### config.mk
export PLATFORM = sky130hd
export DESIGN_NAME = systolic_writeback
export DESIGN_NICKNAME = d
export VERILOG_FILES = /design/src/rtl/systolic_writeback.sv
export SDC_FILE = /design/constraint.sdc
export NUM_CORES = 1
export LEC_CHECK = 0
export CORE_ASPECT_RATIO = 1.4
export CORE_UTILIZATION = 40
export DETAILED_ROUTE_END_ITERATION = 8
export SLEW_MARGIN = 30
export SYNTH_ARGS = -nofsm -noshare
export SYNTH_HDL_FRONTEND = slang
export SYNTH_SLANG_ARGS = --single-unit
export TNS_END_PERCENT = 50
### constraint.sdc
create_clock -name clk -period 13.9 [get_ports clk]
set_input_delay 1.39 -clock clk [delete_from_list [all_inputs] [get_ports clk]]
set_output_delay 1.39 -clock clk [all_outputs]
set_load 0.005 [all_outputs]
### src/rtl/systolic_writeback.sv
// -----------------------------------------------------------------------------
// systolic_writeback
//   Downstream stage of the systolic matmul core. On a start request it checks
//   the request, snapshots the N x N result matrix (with optional ReLU) and
//   writes the top-left n x n region row-major to data memory starting at
//   base_addr. It supports memory back-pressure (mem_ready) and a single-step
//   mode, and keeps a saturating count of accepted writes.
//
// Ports
//   clk             : system clock, rising edge
//   rst             : synchronous reset, active-low
//   start           : one-cycle request, only looked at in IDLE
//   matrix_C        : signed N x N results, valid in the start cycle
//   base_addr       : destination base address (12 bit)
//   n               : active dimension (9 bit)
//   relu_en         : 1 = negative elements are written as zero
//   stepping_enable : 1 = issue a write only in cycles with step=1
//   step            : single-step strobe
//   mem_ready       : memory accepts the write this cycle
//   mem_write       : write request
//   mem_addr        : write address
//   mem_data_write  : signed write data
//   busy            : high in every state except IDLE
//   done            : one-cycle pulse after the last element is accepted
//   error           : one-cycle pulse when a request is rejected
//   writes_count    : cumulative accepted writes, saturating
// -----------------------------------------------------------------------------
module systolic_writeback #(
  parameter int N     = 4,
  parameter int WIDTH = 16
) (
  input  logic                    clk,
  input  logic                    rst,
  input  logic                    start,
  input  logic signed [WIDTH-1:0] matrix_C [N][N],
  input  logic        [11:0]      base_addr,
  input  logic        [8:0]       n,
  input  logic                    relu_en,
  input  logic                    stepping_enable,
  input  logic                    step,
  input  logic                    mem_ready,
  output logic                    mem_write,
  output logic        [11:0]      mem_addr,
  output logic signed [WIDTH-1:0] mem_data_write,
  output logic                    busy,
  output logic                    done,
  output logic                    error,
  output logic        [31:0]      writes_count
);

  localparam int IDX_W = (N > 1) ? $clog2(N) : 1;

  typedef enum logic [1:0] {
    ST_IDLE  = 2'd0,
    ST_WRITE = 2'd1,
    ST_DONE  = 2'd2,
    ST_ERROR = 2'd3
  } state_t;

  state_t                  state_r;
  state_t                  state_next_s;
  logic signed [WIDTH-1:0] buf_r [N][N];
  logic [IDX_W-1:0]        i_r;
  logic [IDX_W-1:0]        j_r;
  logic [8:0]              n_r;
  logic [11:0]             addr_r;
  logic [31:0]             count_r;
  logic                    issue_s;
  logic                    accept_s;
  logic                    row_end_s;
  logic                    last_s;
  logic                    req_bad_s;
  logic [31:0]             req_end_s;

  // ReLU clamp applied while snapshotting the matrix
  function automatic logic signed [WIDTH-1:0] relu_f(
    input logic signed [WIDTH-1:0] v,
    input logic                    en
  );
    if (en && v[WIDTH-1]) begin
      return {WIDTH{1'b0}};
    end else begin
      return v;
    end
  endfunction

  // Request validation: empty, oversize, or region running past address 4095.
  // base + n*n - 1 > 4095 is evaluated as base + n*n > 4096 to avoid underflow.
  always_comb begin
    req_end_s = 32'(base_addr) + (32'(n) * 32'(n));
    req_bad_s = (n == 9'd0) || (n > 9'(N)) || (req_end_s > 32'd4096);
  end

  // Position decode within the active region
  always_comb begin
    row_end_s = (9'(j_r) == (n_r - 9'd1));
    last_s    = row_end_s && (9'(i_r) == (n_r - 9'd1));
  end

  // Next-state and write-issue logic
  always_comb begin
    state_next_s = state_r;
    issue_s      = 1'b0;
    case (state_r)
      ST_IDLE: begin
        if (start) begin
          state_next_s = req_bad_s ? ST_ERROR : ST_WRITE;
        end else begin
          state_next_s = ST_IDLE;
        end
      end
      ST_WRITE: begin
        issue_s = !stepping_enable || step;
        if (issue_s && mem_ready && last_s) begin
          state_next_s = ST_DONE;
        end else begin
          state_next_s = ST_WRITE;
        end
      end
      ST_DONE:  state_next_s = ST_IDLE;
      ST_ERROR: state_next_s = ST_IDLE;
      default:  state_next_s = ST_IDLE;
    endcase
  end

  assign accept_s = issue_s && mem_ready;

  // State register
  always_ff @(posedge clk) begin
    if (!rst) begin
      state_r <= ST_IDLE;
    end else begin
      state_r <= state_next_s;
    end
  end

  // Snapshot buffer, element indices, running address and write counter.
  // The address simply increments per accepted write: row-major order over an
  // n x n region with stride n is contiguous.
  always_ff @(posedge clk) begin
    if (!rst) begin
      for (int r = 0; r < N; r++) begin
        for (int c = 0; c < N; c++) begin
          buf_r[r][c] <= {WIDTH{1'b0}};
        end
      end
      i_r     <= {IDX_W{1'b0}};
      j_r     <= {IDX_W{1'b0}};
      n_r     <= 9'd0;
      addr_r  <= 12'd0;
      count_r <= 32'd0;
    end else begin
      case (state_r)
        ST_IDLE: begin
          if (start && !req_bad_s) begin
            for (int r = 0; r < N; r++) begin
              for (int c = 0; c < N; c++) begin
                buf_r[r][c] <= relu_f(matrix_C[r][c], relu_en);
              end
            end
            i_r    <= {IDX_W{1'b0}};
            j_r    <= {IDX_W{1'b0}};
            n_r    <= n;
            addr_r <= base_addr;
          end else begin
            n_r <= n_r;
          end
        end
        ST_WRITE: begin
          if (accept_s) begin
            if (count_r != 32'hFFFF_FFFF) begin
              count_r <= count_r + 32'd1;
            end else begin
              count_r <= count_r;
            end
            addr_r <= addr_r + 12'd1;
            if (row_end_s) begin
              j_r <= {IDX_W{1'b0}};
              i_r <= i_r + IDX_W'(1);
            end else begin
              j_r <= j_r + IDX_W'(1);
            end
          end else begin
            addr_r <= addr_r;
          end
        end
        default: begin
          addr_r <= addr_r;
        end
      endcase
    end
  end

  assign mem_write      = issue_s;
  assign mem_addr       = addr_r;
  assign mem_data_write = buf_r[i_r][j_r];
  assign busy           = (state_r != ST_IDLE);
  assign done           = (state_r == ST_DONE);
  assign error          = (state_r == ST_ERROR);
  assign writes_count   = count_r;

endmodule

After elaboration in Yosys (flattened, before gate mapping)
Memories as Yosys holds them, arrays and structs flattened. A register that Yosys moved wholly into a read port is not among the register bits.
Cells that the tools add are included.
{"block": "op_classes", "n_eq_ne": 9, "n_addsub": 6, "n_lt_le_gt_ge": 3, "n_reduce_logical": 35, "mux": 105, "n_bitwise": 17, "n_mul": 1}
{"op": "two-way mux 16 bit", "n": 82}
{"op": "adder 32 x 1 -> 32 bit (second input constant)", "n": 1}
{"op": "binary-select mux 16 bit (select 2 bit)", "n": 1}
{"op": "!= test 32 bit (second input constant)", "n": 1}
{"op": "two-way mux 12 bit", "n": 2}
{"op": "case mux 12 bit (2 select lines)", "n": 1}
{"op": "logical AND 1 bit", "n": 21}
{"op": "two-way mux 2 bit", "n": 10}
{"op": "adder 12 x 18 -> 19 bit", "n": 1}
{"op": "greater-than comparator 19 x 13 -> 1 bit (second input constant)", "n": 1}
{"op": "equality test 2 x 9 -> 1 bit", "n": 2}
{"op": "multiplier 9 x 9 -> 18 bit", "n": 1}
{"op": "OR 1 bit", "n": 16}
{"op": "adder 12 x 1 -> 12 bit (second input constant)", "n": 1}
{"op": "greater-than comparator 9 x 3 -> 1 bit (second input constant)", "n": 1}
{"op": "zero test 9 bit", "n": 1}
{"op": "subtractor 9 x 1 -> 9 bit (second input constant)", "n": 1}
{"op": "case mux 2 bit (2 select lines)", "n": 2}
{"op": "two-way mux 1 bit", "n": 6}
{"op": "!= test 2 bit (second input constant)", "n": 3}
{"op": "case mux 2 bit (3 select lines)", "n": 1}
{"op": "AND reduction 3 bit", "n": 2}
{"op": "adder 2 x 1 -> 2 bit (second input constant)", "n": 2}
{"op": "equality test 2 bit (second input constant)", "n": 2}
{"op": "10 further kinds", "n": 14}
{"block": "word_totals", "word_cells": 183, "memories": 1, "reg_bits": 59, "output_inout_bits": 64, "ramBits": 256, "input_bits": 284}
{"name": "buf_r", "depth": 4, "width": 64, "read_ports": 1, "rd_ports_with_merged_regs": 1, "write_ports": 4, "line_no": "62", "source": "logic signed [WIDTH-1:0] buf_r [N][N];"}

Logic depth before layout (Yosys ltp)
Gate-level depths: netlist (run 1).
{"block": "depth", "word_depth": 11, "mapped_depth": 26, "mapped_depth_nobuf": 22}

Worst setup path before layout (run 1)
No wires, ideal clock.
{"block": "synth_timing", "kind": "input port to flip-flop", "startpoint": "input port n[6]", "endpoint": "memory buf_r[0][0] (netlist bit), enable pin", "path_stages": 24, "setup_ns": 0.607, "required_time_ns": 13.293, "path_buffers": 2, "t_arrival_ns": 12.062, "slack_ns": 1.231, "cell_sequence": "clkbuf_1 > and2_1 > inv_1 > fa_1 > inv_1 > fa_1 > inv_1 > fa_1 > inv_1 > fa_1 > inv_1 > fa_1 > inv_1 > ha_1 > a21o_1 > a31o_1 > a31oi_2 > o21a_1 > or4_4 > a211o_1 > nand4b_1 > clkbuf_1 > and2_1 > inv_1"}
{"element": "from (decl)", "line_no": "37", "source": "input logic [8:0] n,"}
{"element": "to (decl)", "line_no": "62"}

==> metrics.txt, run 1 <==
status=finished, final reports clean; Total Wirelength=between 50,000 and 60,000 um; synth cell count leaders=and2_1 (287), edfxtp_1 (256), inv_1 (102); main combinational cell family by area after synthesis=simple AND/OR/NAND/NOR gates; critical path fanouts, max=~120; mux cell area share after synthesis=a little over a tenth; Max Root-Sink Buffers=3; setup TNS=0 ns; most area-hungry cell type in the Yosys netlist=edfxtp_1; largest net degree at the start of global routing=approximately 120; worst path bufs/invs=10; Starting Density=a little over 40%; Slew Viols, Final=0; unrepaired setup endpoints after global routing=no; Hold Path Class=reg2reg; clk sink count=approximately 320; Hold Vio Cnt, Final=0; Reg clk slew, reported paths=around 0.060 ns; TritonRoute pass-1 iters=5; Yosys cell types=between 60 and 70; Worst-Skew Late Latency=0.53 ns; Worst Max-Slew Pin Slew=about 0.87 ns; min Tclk post-route=between 9 and 10 ns; Synth Area in XOR/XNOR=~2.6%; Die ar.=44,390 um^2; vias=around 12,000; Async S/R FF share, synth=0%; CTS Buf Count=34; DPL Wire Length=roughly 38,000 um; Critical Path End Type=flop; CORE AREA=43,020 um^2; Syn Inst Count=approximately 1,400; num rows=90; placed cell area=21,420 um^2; Post-CTS Hold Buffers=0; FMAX=approximately 110 MHz; Worst path slowest cell=buf_4; CP Data Required Time=~14 ns; critical setup path kind=in2reg; global-route wire length before repair=approximately 75,000 um; CP top delay family=adder cells; cell mode on critical path=inv_1; max incr delay on CP=slightly below 0.8 ns; Area Overhead vs Synth=29.20%; gr ovfl total=0; Clock Skew=approximately 0.019 ns; Synth Area in Adders=8.435%; drc violations=0; fraction of layout instances using a drive strength above 1=10.08%; Port Buf Inserts=347; H-tree depth=2; YS warnings=0; Final nets=2,077; initial antenna violation count=11; synthesized cell area=between 15,000 and 20,000 um^2; # setup viols final=0; Post-Layout Inst Area=22,500 um^2; Root Buffer=clkbuf_16; chip height=248.9 um; drt initial violations=around 700; register area share after synthesis=between 50% and 60%; pwr dens=between 100 and 150 nW/um^2; die width=approximately 180 um; Fillers=3,738; vias per cell=~5.3; setup bufs post-CTS=0; All-Layer GR Usage=22.92%; Post-synth EDFFs=approximately 260; post-synth top area share=approximately 44%; post-CTS resize count=0; Final period util=66.27%; most common cell in the netlist=and2_1; Routed Antenna Nets=0; IO Pins=348; post-synthesis register bit count=between 300 and 400; Worst Path Arrival=between 9 and 10 ns; Rel. slew slack=between 40% and 50%; synthesized area per cell=between 10 and 15 um^2; CTS tree=built; wire per inst=21.96 um; gpl congestion=~0.85; largest cells by area after synthesis=edfxtp_1 (44%), mux4_2 (10%), and2_1 (10%); Mapped Nets=between 1,500 and 2,000; Leakage=roughly 8.5 nW; compound-cell area share of the yosys netlist=under 10%; Max-Cap Viols=0; Worst setup SP type=input pin; ys flop type=edfxtp_1; area share of and/or/nand/nor cells after synthesis=16.87%; Worst IR Drop VDD=around 0.000085 V; vias in the first global route=12,650
==> final timing paths <==
kind,start,end,slack [ns],cells past startpoint
max,n[6],buf_r[3][25],4.69,25
min,n_r[7],n_r[7],0.48,1
max reg2reg,state_r[1],buf_r[3][25],10.50,8
min reg2reg,n_r[7],n_r[7],0.48,1
==> layer usage <==
| metal | up-vias | routed length [um] | global-route usage (%) |
|---|---|---|---|
| met5 | - | 58 | 0 |
| met2 | 412 | 26390 | 40.90 |
| met1 | 5976 | 18400 | 26.12 |
| li1 | 5543 | - | - |
| met4 | 8 | 2393 | 10.90 |
| met3 | 93 | 2924 | 4.045 |
==> layout make-up <==
type | instances | area, um^2 | area share (%)
flip-flops and latches | 317 | 8917 | 39.63
multi-input cells | 884 | 7824 | 34.77
repair buffers | 362 | 3602 | 16.01
clock buffers | 45 | 913.4 | 4.060
well taps | 552 | 690.7 | 3.070
inverters | 102 | 390.4 | 1.735
clock inverters | 16 | 143.9 | 0.6395
diodes | 7 | 17.52 | 0.07786
==> cells by family after synthesis <==
| kind of cell | count (synthesis) |
|---|---|
| DFF | 317 |
| adders and majority gates | 93 |
| muxes | 87 |
| and+or+nand+nor | 522 |
| AOI/OAI and AO/OA | 131 |
| xor gates and xnor gates | 51 |
| buffers and inverters | 171 |
==> through the flow <==
stage / power [mW] / setup slack, ns / utilization (%) / hold WS, ns / std cells
floorplan: 1.604 / 1.231 / - / 0.4535 / 1372
global placement: 1.837 / 4.298 / 49.67 / 0.4667 / 2216
detailed placement: 1.842 / 4.189 / 49.81 / 0.4680 / 2217
CTS: 2.726 / 4.705 / 52.26 / 0.4838 / 2278
global route: 2.847 / 4.282 / 52.30 / 0.5023 / 2284
finish: 2.702 / 4.689 / 52.30 / 0.4822 / 2285
==> where the power goes <==
group          total, mW  internal [mW]  switching (mW)  leakage, nW
combinational      0.762          0.338           0.424         4.88
clock              0.881          0.504           0.377        0.515
sequential          1.06           1.05         0.00935         3.14
total               2.70           1.89           0.810         8.54
==> flip-flops by register name, summed over array words and instances, names as in the netlist, named ones only <==
| name | count |
|---|---|
| buf_r | 256 |
| writes_count | 32 |
| mem_addr | 12 |
| n_r | 9 |
| i_r | 2 |
| j_r | 2 |
| state_r | 2 |
==> layout by cell type (no fill, tap or decap), drive strengths merged, types with 7 or more instances in the layout <==
cell type	instances
a211oi	20
a21o	11
a21oi	35
a22oi	11
a31oi	9
and2	287
and3	22
buf	15
clkbuf	45
clkdlybuf4s50	347
clkinv	11
dfxtp	61
diode	7
edfxtp	256
fa	41
ha	51
inv	104
mux2i	7
mux4	80
nand2	55
nand3	25
nand4	9
nor2	76
nor2b	7
nor3	20
o21ai	11
o32ai	13
xnor2	25
xor2	26
Note: power is estimated with default switching activity, not from simulation.
==> inputs of run 2 (changes only) <==
==> constraint.sdc (replaced) <==
create_clock -name clk -period 9.1 [get_ports clk]
set_input_delay 0.91 -clock clk [delete_from_list [all_inputs] [get_ports clk]]
set_output_delay 0.91 -clock clk [all_outputs]
set_load 0.005 [all_outputs]
==> run 2 against run 1 <==
Power rose by 53%. Sequential power rose by 53%. Largest power group unchanged. Worst setup slack got worse by 3.5 ns. Critical path depth fell by 3. Combinational power rose by 59%. Highest routed layer unchanged.
==> metrics.txt, run 2 (synthesized netlist as in run 1, its figures left out) <==
min Tclk post-route=between 7 and 8 ns; Worst-Skew Late Latency=0.52 ns (about the same); CORE AREA=43,020 um^2 (unchanged); num rows=90 (unchanged); critical path fanouts, max=15 (-88%); Rel. slew slack=40.82% (-0.93 points); drt initial violations=694 (+1.0%); critical setup path kind=in2reg; Clock Skew=0.02675 ns (+0.008233 ns); Max Root-Sink Buffers=3 (unchanged); Port Buf Inserts=347 (unchanged); Worst IR Drop VDD=0.0001258 V (+48%); Design Power=4.140 mW (+53%); post-layout util=52.59% (+0.29 points); clk sink count=317 (unchanged); TritonRoute pass-1 iters=5 (unchanged); Worst Max-Slew Pin Slew=0.8858 ns (+0.01495 ns); vias in the first global route=12,350 (-2.3%); Starting Density=40.48% (unchanged); # setup viols final=0 (unchanged); initial antenna violation count=14 (+3); drc violations=0 (unchanged); All-Layer GR Usage=23.21% (+0.29 points); Critical Path End Type=flop; CTS Buf Count=34 (unchanged); Worst setup SP type=input pin; gpl congestion=0.8437 (-1.3%); chip height=248.9 um (unchanged); unrepaired setup endpoints after global routing=no; Slew Viols, Final=0 (unchanged); status=finished, final reports clean; post-CTS resize count=0 (unchanged); Post-Layout Inst Area=22,620 um^2 (+0.56%); CTS tree=built; Routed Antenna Nets=0 (unchanged); Worst Path Arrival=8.29 ns (-1.08 ns); die width=178.3 um (unchanged); HP Start=n_r[7]; largest net degree at the start of global routing=133 (+8.1%); Final nets=2,089 (+0.58%); commonest non-fill, non-tap cells in the layout=clkdlybuf4s50_1 (346), and2_1 (283), edfxtp_1 (256), inv_1 (100), mux4_2 (80); largest reg by FF count=buf_r; Area Overhead vs Synth=29.92%; Leakage=8.615 nW (+0.87%); Root Buffer=clkbuf_16; fraction of layout instances using a drive strength above 1=11.09% (+1.0 points); Worst Setup SP=n[6]; gr ovfl total=0 (unchanged); Fillers=3,733 (-0.13%); global-route wire length before repair=75,090 um (+0.17%); max reg flops=256 (unchanged); CP Data Required Time=9.46 ns (-4.60 ns); Final period util=around 87%; IO Pins=348 (unchanged); Hold Path Class=reg2reg; Max-Cap Viols=0 (unchanged); worst reg-to-reg setup slack=6.33 ns (-4.17 ns); placed cell area=21,530 um^2 (+0.51%); wire per inst=22.15 um (+0.87%); Total Wirelength=50,720 um (+1.1%); FMAX=about 130 MHz; worst r2r src=state_r[0]; commonest non-fill, non-tap cell in the layout=clkdlybuf4s50_1; Hold Vio Cnt, Final=0 (unchanged); pwr dens=183.0 nW/um^2 (+52%); H-tree depth=2 (unchanged); Die ar.=44,390 um^2 (unchanged); setup bufs post-CTS=0 (unchanged); DPL Wire Length=38,500 um (+1.1%); vias per cell=5.190 (-1.4%); Post-CTS Hold Buffers=0 (unchanged); Reg clk slew, reported paths=0.06 ns (about the same); vias=11,890 (-1.2%)
==> run 2: cell count changes in the layout (fill, tap and decap cells not counted), moves of 2 or more <==
cell and change:
ha_4 +2, and2_1 -4, buf_4 +9, ha_1 -2, clkbuf_1 -4, a21oi_2 +2, clkbuf_8 +2, a211oi_4 -4
a21oi_1 -2, a211oi_2 +4, buf_16 +3, and2_4 +4
==> run 2: path summary, 6_finish.rpt <==
| check | to | depth (start not counted) |
|---|---|---|
| min reg2reg | n_r[7] | 1 |
| max reg2reg | writes_count[16] | 8 |
| min | n_r[7] | 1 |
| max | buf_r[2][51] | 22 |
==> run 2: worst max-delay path, cell delays in order <==
cell             delay [ns]
clkdlybuf4s50_1        0.77
inv_1                  0.19
nor2_1                 0.23
fa_1                   0.48
fa_1                   0.52
inv_1                  0.05
fa_1                   0.48
inv_1                  0.05
fa_1                   0.48
inv_1                  0.05
fa_1                   0.47
inv_1                  0.04
ha_1                   0.38
a2111o_1               0.46
o221ai_2               0.29
a21oi_1                0.13
or3_1                  0.38
a221oi_2               0.34
nand4_4                0.39
buf_4                  0.35
a211oi_4               0.60
and2_1                 0.23
==> run 2: cell type report <==
class	instances	area (um^2)	area share [%]
Inverter	102	387.9	1.714
Sequential cell	317	8916	39.41
Clock buffer	42	900.9	3.982
Clock inverter	13	118.9	0.5254
Timing Repair Buffer	374	3756	16.60
Multi-Input combinational cell	884	7839	34.65
Tap cell	552	690.7	3.053
Antenna cell	6	15.01	0.06636
==> run 2: report_power, final <==
part / switching, mW / total, mW / internal (mW) / leakage (nW)
Combinational: 0.670 / 1.21 / 0.543 / 4.97
Clock: 0.554 / 1.31 / 0.755 / 0.501
Sequential: 0.0144 / 1.62 / 1.60 / 3.14
==> run 2: stage by stage <==
| step | setup TNS [ns] | setup slack [ns] | hold WS [ns] | std cells |
|---|---|---|---|---|
| final | 0 | 1.170 | 0.4831 | 2290 |
| after floorplan | -246.64 | -0.9634 | 0.4535 | 1372 |
| after CTS | 0 | 1.156 | 0.4824 | 2282 |
| after detailed placement | 0 | 0.6627 | 0.4675 | 2227 |
| after global routing | 0 | 0.7963 | 0.4940 | 2286 |
| after global placement | 0 | 0.7554 | 0.4691 | 2226 |
==> run 2: per-layer routing <==
metal  up-vias  global-route usage [%]  part of all wire [%]
li1       5566                       -                     -
met5         -                       0                  0.24
met1      5846                   25.41                    35
met4        18                   5.787                   2.0
met2       381                   44.14                    56
met3        74                   5.189                   6.5
==> inputs of run 3 (changes only) <==
--- a/config.mk
+++ b/config.mk
@@ -7,7 +7,9 @@
 export LEC_CHECK = 0
 export CORE_ASPECT_RATIO = 1.4
 export CORE_UTILIZATION = 40
+export CTS_BUF_LIST = sky130_fd_sc_hd__clkbuf_2 sky130_fd_sc_hd__clkbuf_4 sky130_fd_sc_hd__clkbuf_8
 export DETAILED_ROUTE_END_ITERATION = 8
+export HOLD_SLACK_MARGIN = 0.03
 export SLEW_MARGIN = 30
 export SYNTH_ARGS = -nofsm -noshare
 export SYNTH_HDL_FRONTEND = slang
==> run 3 against run 2 <==
Via count rose by 1.1%. Register-to-register slack barely moved. First-iteration DRC count fell by 12%. Critical path depth did not move. Clock power fell by 9.9%. Clock skew fell by 0.014 ns.
==> metrics.txt, run 3 (synthesized netlist as in run 1, its figures left out) <==
CTS tree=built; post-layout util=52.47% (-0.12 points); CP Cell Sequence=clkdlybuf4s50_1 > inv_1 > nor2_1 > fa_1 > fa_1 > inv_1 > fa_1 > inv_1 > fa_1 > inv_1 > fa_1 > inv_1 > ha_1 > a2111o_1 > o221ai_2 > a21oi_1 > or3_1 > a221oi_2 > nand4_4 > buf_4 > a211oi_4 > and2_1; Reg clk slew, reported paths=0.06 ns (about the same); CTS Buf Count=50 (+47%); largest reg by FF count=buf_r; placed cell area=21,530 um^2 (unchanged); post-CTS resize count=0 (unchanged); worst path bufs/invs=7 (unchanged); chip height=248.9 um (unchanged); max incr delay on CP=0.77 ns (about the same); worst r2r dst=writes_count[16]; global-route wire length before repair=75,560 um (+0.63%); status=finished, final reports clean; fraction of layout instances using a drive strength above 1=12.44% (+1.4 points); DPL Wire Length=38,500 um (unchanged); Routed Antenna Nets=0 (unchanged); Critical Path End Type=flop; critical path fanouts, max=15 (unchanged); # setup viols final=0 (unchanged); Post-CTS Hold Buffers=0 (unchanged); Total Wirelength=51,110 um (+0.77%); worst reg-to-reg setup slack=6.33 ns (about the same); FF-to-FF path depth=8 (unchanged); vias per cell=5.158 (-0.62%); max reg flops=256 (unchanged); Post-Layout Inst Area=22,570 um^2 (-0.24%); vias=12,010 (+1.1%); worst r2r src=state_r[0]; Worst-Skew Late Latency=0.59 ns (+0.07 ns); drt initial violations=609 (-12%); Max-Cap Viols=0 (unchanged); All-Layer GR Usage=23.30% (+0.086 points); critical setup path kind=in2reg; Area Overhead vs Synth=29.61%; CORE AREA=43,020 um^2 (unchanged); FMAX=127.2 MHz (+0.88%); Worst Max-Slew Pin Slew=0.8520 ns (-0.03379 ns); Leakage=8.605 nW (-0.12%); number of cells on the critical path=22 (unchanged); gr ovfl total=0 (unchanged); pwr dens=177.6 nW/um^2 (-2.9%); Final period util=86.37% (-0.76 points); Rel. slew slack=43.08% (+2.3 points); Hold Path Class=reg2reg; Worst Path Arrival=8.31 ns (+0.02 ns); CP top delay family=adder cells; setup TNS=0 ns (unchanged); num rows=90 (unchanged); Max Root-Sink Buffers=3 (unchanged); Slew Viols, Final=0 (unchanged); IO Pins=348 (unchanged); setup bufs post-CTS=0 (unchanged); initial antenna violation count=15 (+1); Worst Setup SP=n[6]; Worst setup SP type=input pin; clk sink count=317 (unchanged); Root Buffer=clkbuf_8; CP endpoint=buf_r[2][51]; gpl congestion=0.8437 (unchanged); Clock Skew=0.01246 ns (-0.01429 ns); drc violations=0 (unchanged); commonest non-fill, non-tap cells in the layout=clkdlybuf4s50_1 (346), and2_1 (283), edfxtp_1 (256), inv_1 (100), mux4_2 (80); unrepaired setup endpoints after global routing=no; wire per inst=21.95 um (-0.91%); Die ar.=44,390 um^2 (unchanged); Worst path slowest cell=clkdlybuf4s50_1; Port Buf Inserts=347 (unchanged); TritonRoute pass-1 iters=5 (unchanged); vias in the first global route=12,550 (+1.6%); Starting Density=40.48% (unchanged); Hold Vio Cnt, Final=0 (unchanged); Final nets=2,105 (+0.77%); min Tclk post-route=7.860 ns (-0.06952 ns); H-tree depth=2 (unchanged); largest net degree at the start of global routing=133 (unchanged); CP Data Required Time=9.55 ns (+0.09 ns); Worst IR Drop VDD=0.0001254 V (-0.36%); die width=178.3 um (unchanged); commonest non-fill, non-tap cell in the layout=clkdlybuf4s50_1
==> run 3: changes by cell type in the layout (fill, tap and decap cells not counted), sizes merged <==
cell	delta
bufinv	-1
clkbuf	+21
clkinv	+14
clkinvlp	+3
diode	+2
==> run 3: per-stage QoR <==
step	total power [mW]	hold WS [ns]	std cells	setup slack (ns)
finish	4.009	0.4827	2329	1.240
global route	4.245	0.4947	2324	0.8634
CTS	4.042	0.4831	2319	1.252
detailed placement	2.856	0.4675	2227	0.6627
global placement	2.866	0.4691	2226	0.7554
floorplan	2.519	0.4535	1372	-0.9634
==> run 3: power by group <==
part           leakage (nW)  switching, mW  internal (mW)  total [mW]
sequential             3.14         0.0145           1.60        1.62
combinational          4.97          0.671          0.543        1.21
clock                 0.491          0.571          0.606        1.18
total                  8.60           1.26           2.75        4.01
==> run 3: routing by layer <==
metal | share of wire [%] | track usage [%] | up-vias
li1 | - | - | 5615
met1 | 36 | 25.40 | 5913
met2 | 56 | 44.17 | 392
met3 | 6.4 | 5.510 | 75
met4 | 1.9 | 5.860 | 18
met5 | 0.26 | 0 | -
==> run 3: how the worst min path moves through the flow <==
stage	from	to	slack, ns	cells after the start
after floorplan	n_r[8]	n_r[8]	0.45	1
after global placement	n_r[6]	n_r[6]	0.47	1
after detailed placement	n_r[8]	n_r[8]	0.47	1
after CTS	n_r[8]	n_r[8]	0.48	1
after global routing	n_r[7]	n_r[7]	0.49	1
final	n_r[8]	n_r[8]	0.48	1
==> run 3: layout make-up <==
type                            instances  area (um^2)
Antenna cell                            8        20.02
Multi-Input combinational cell        884         7839
Sequential cell                       317         8916
Inverter                              102        387.9
Fill cell                            3764        20450
Timing Repair Buffer                  374         3756
Clock inverter                         29        162.7
Tap cell                              552        690.7
Clock buffer                           63        798.3
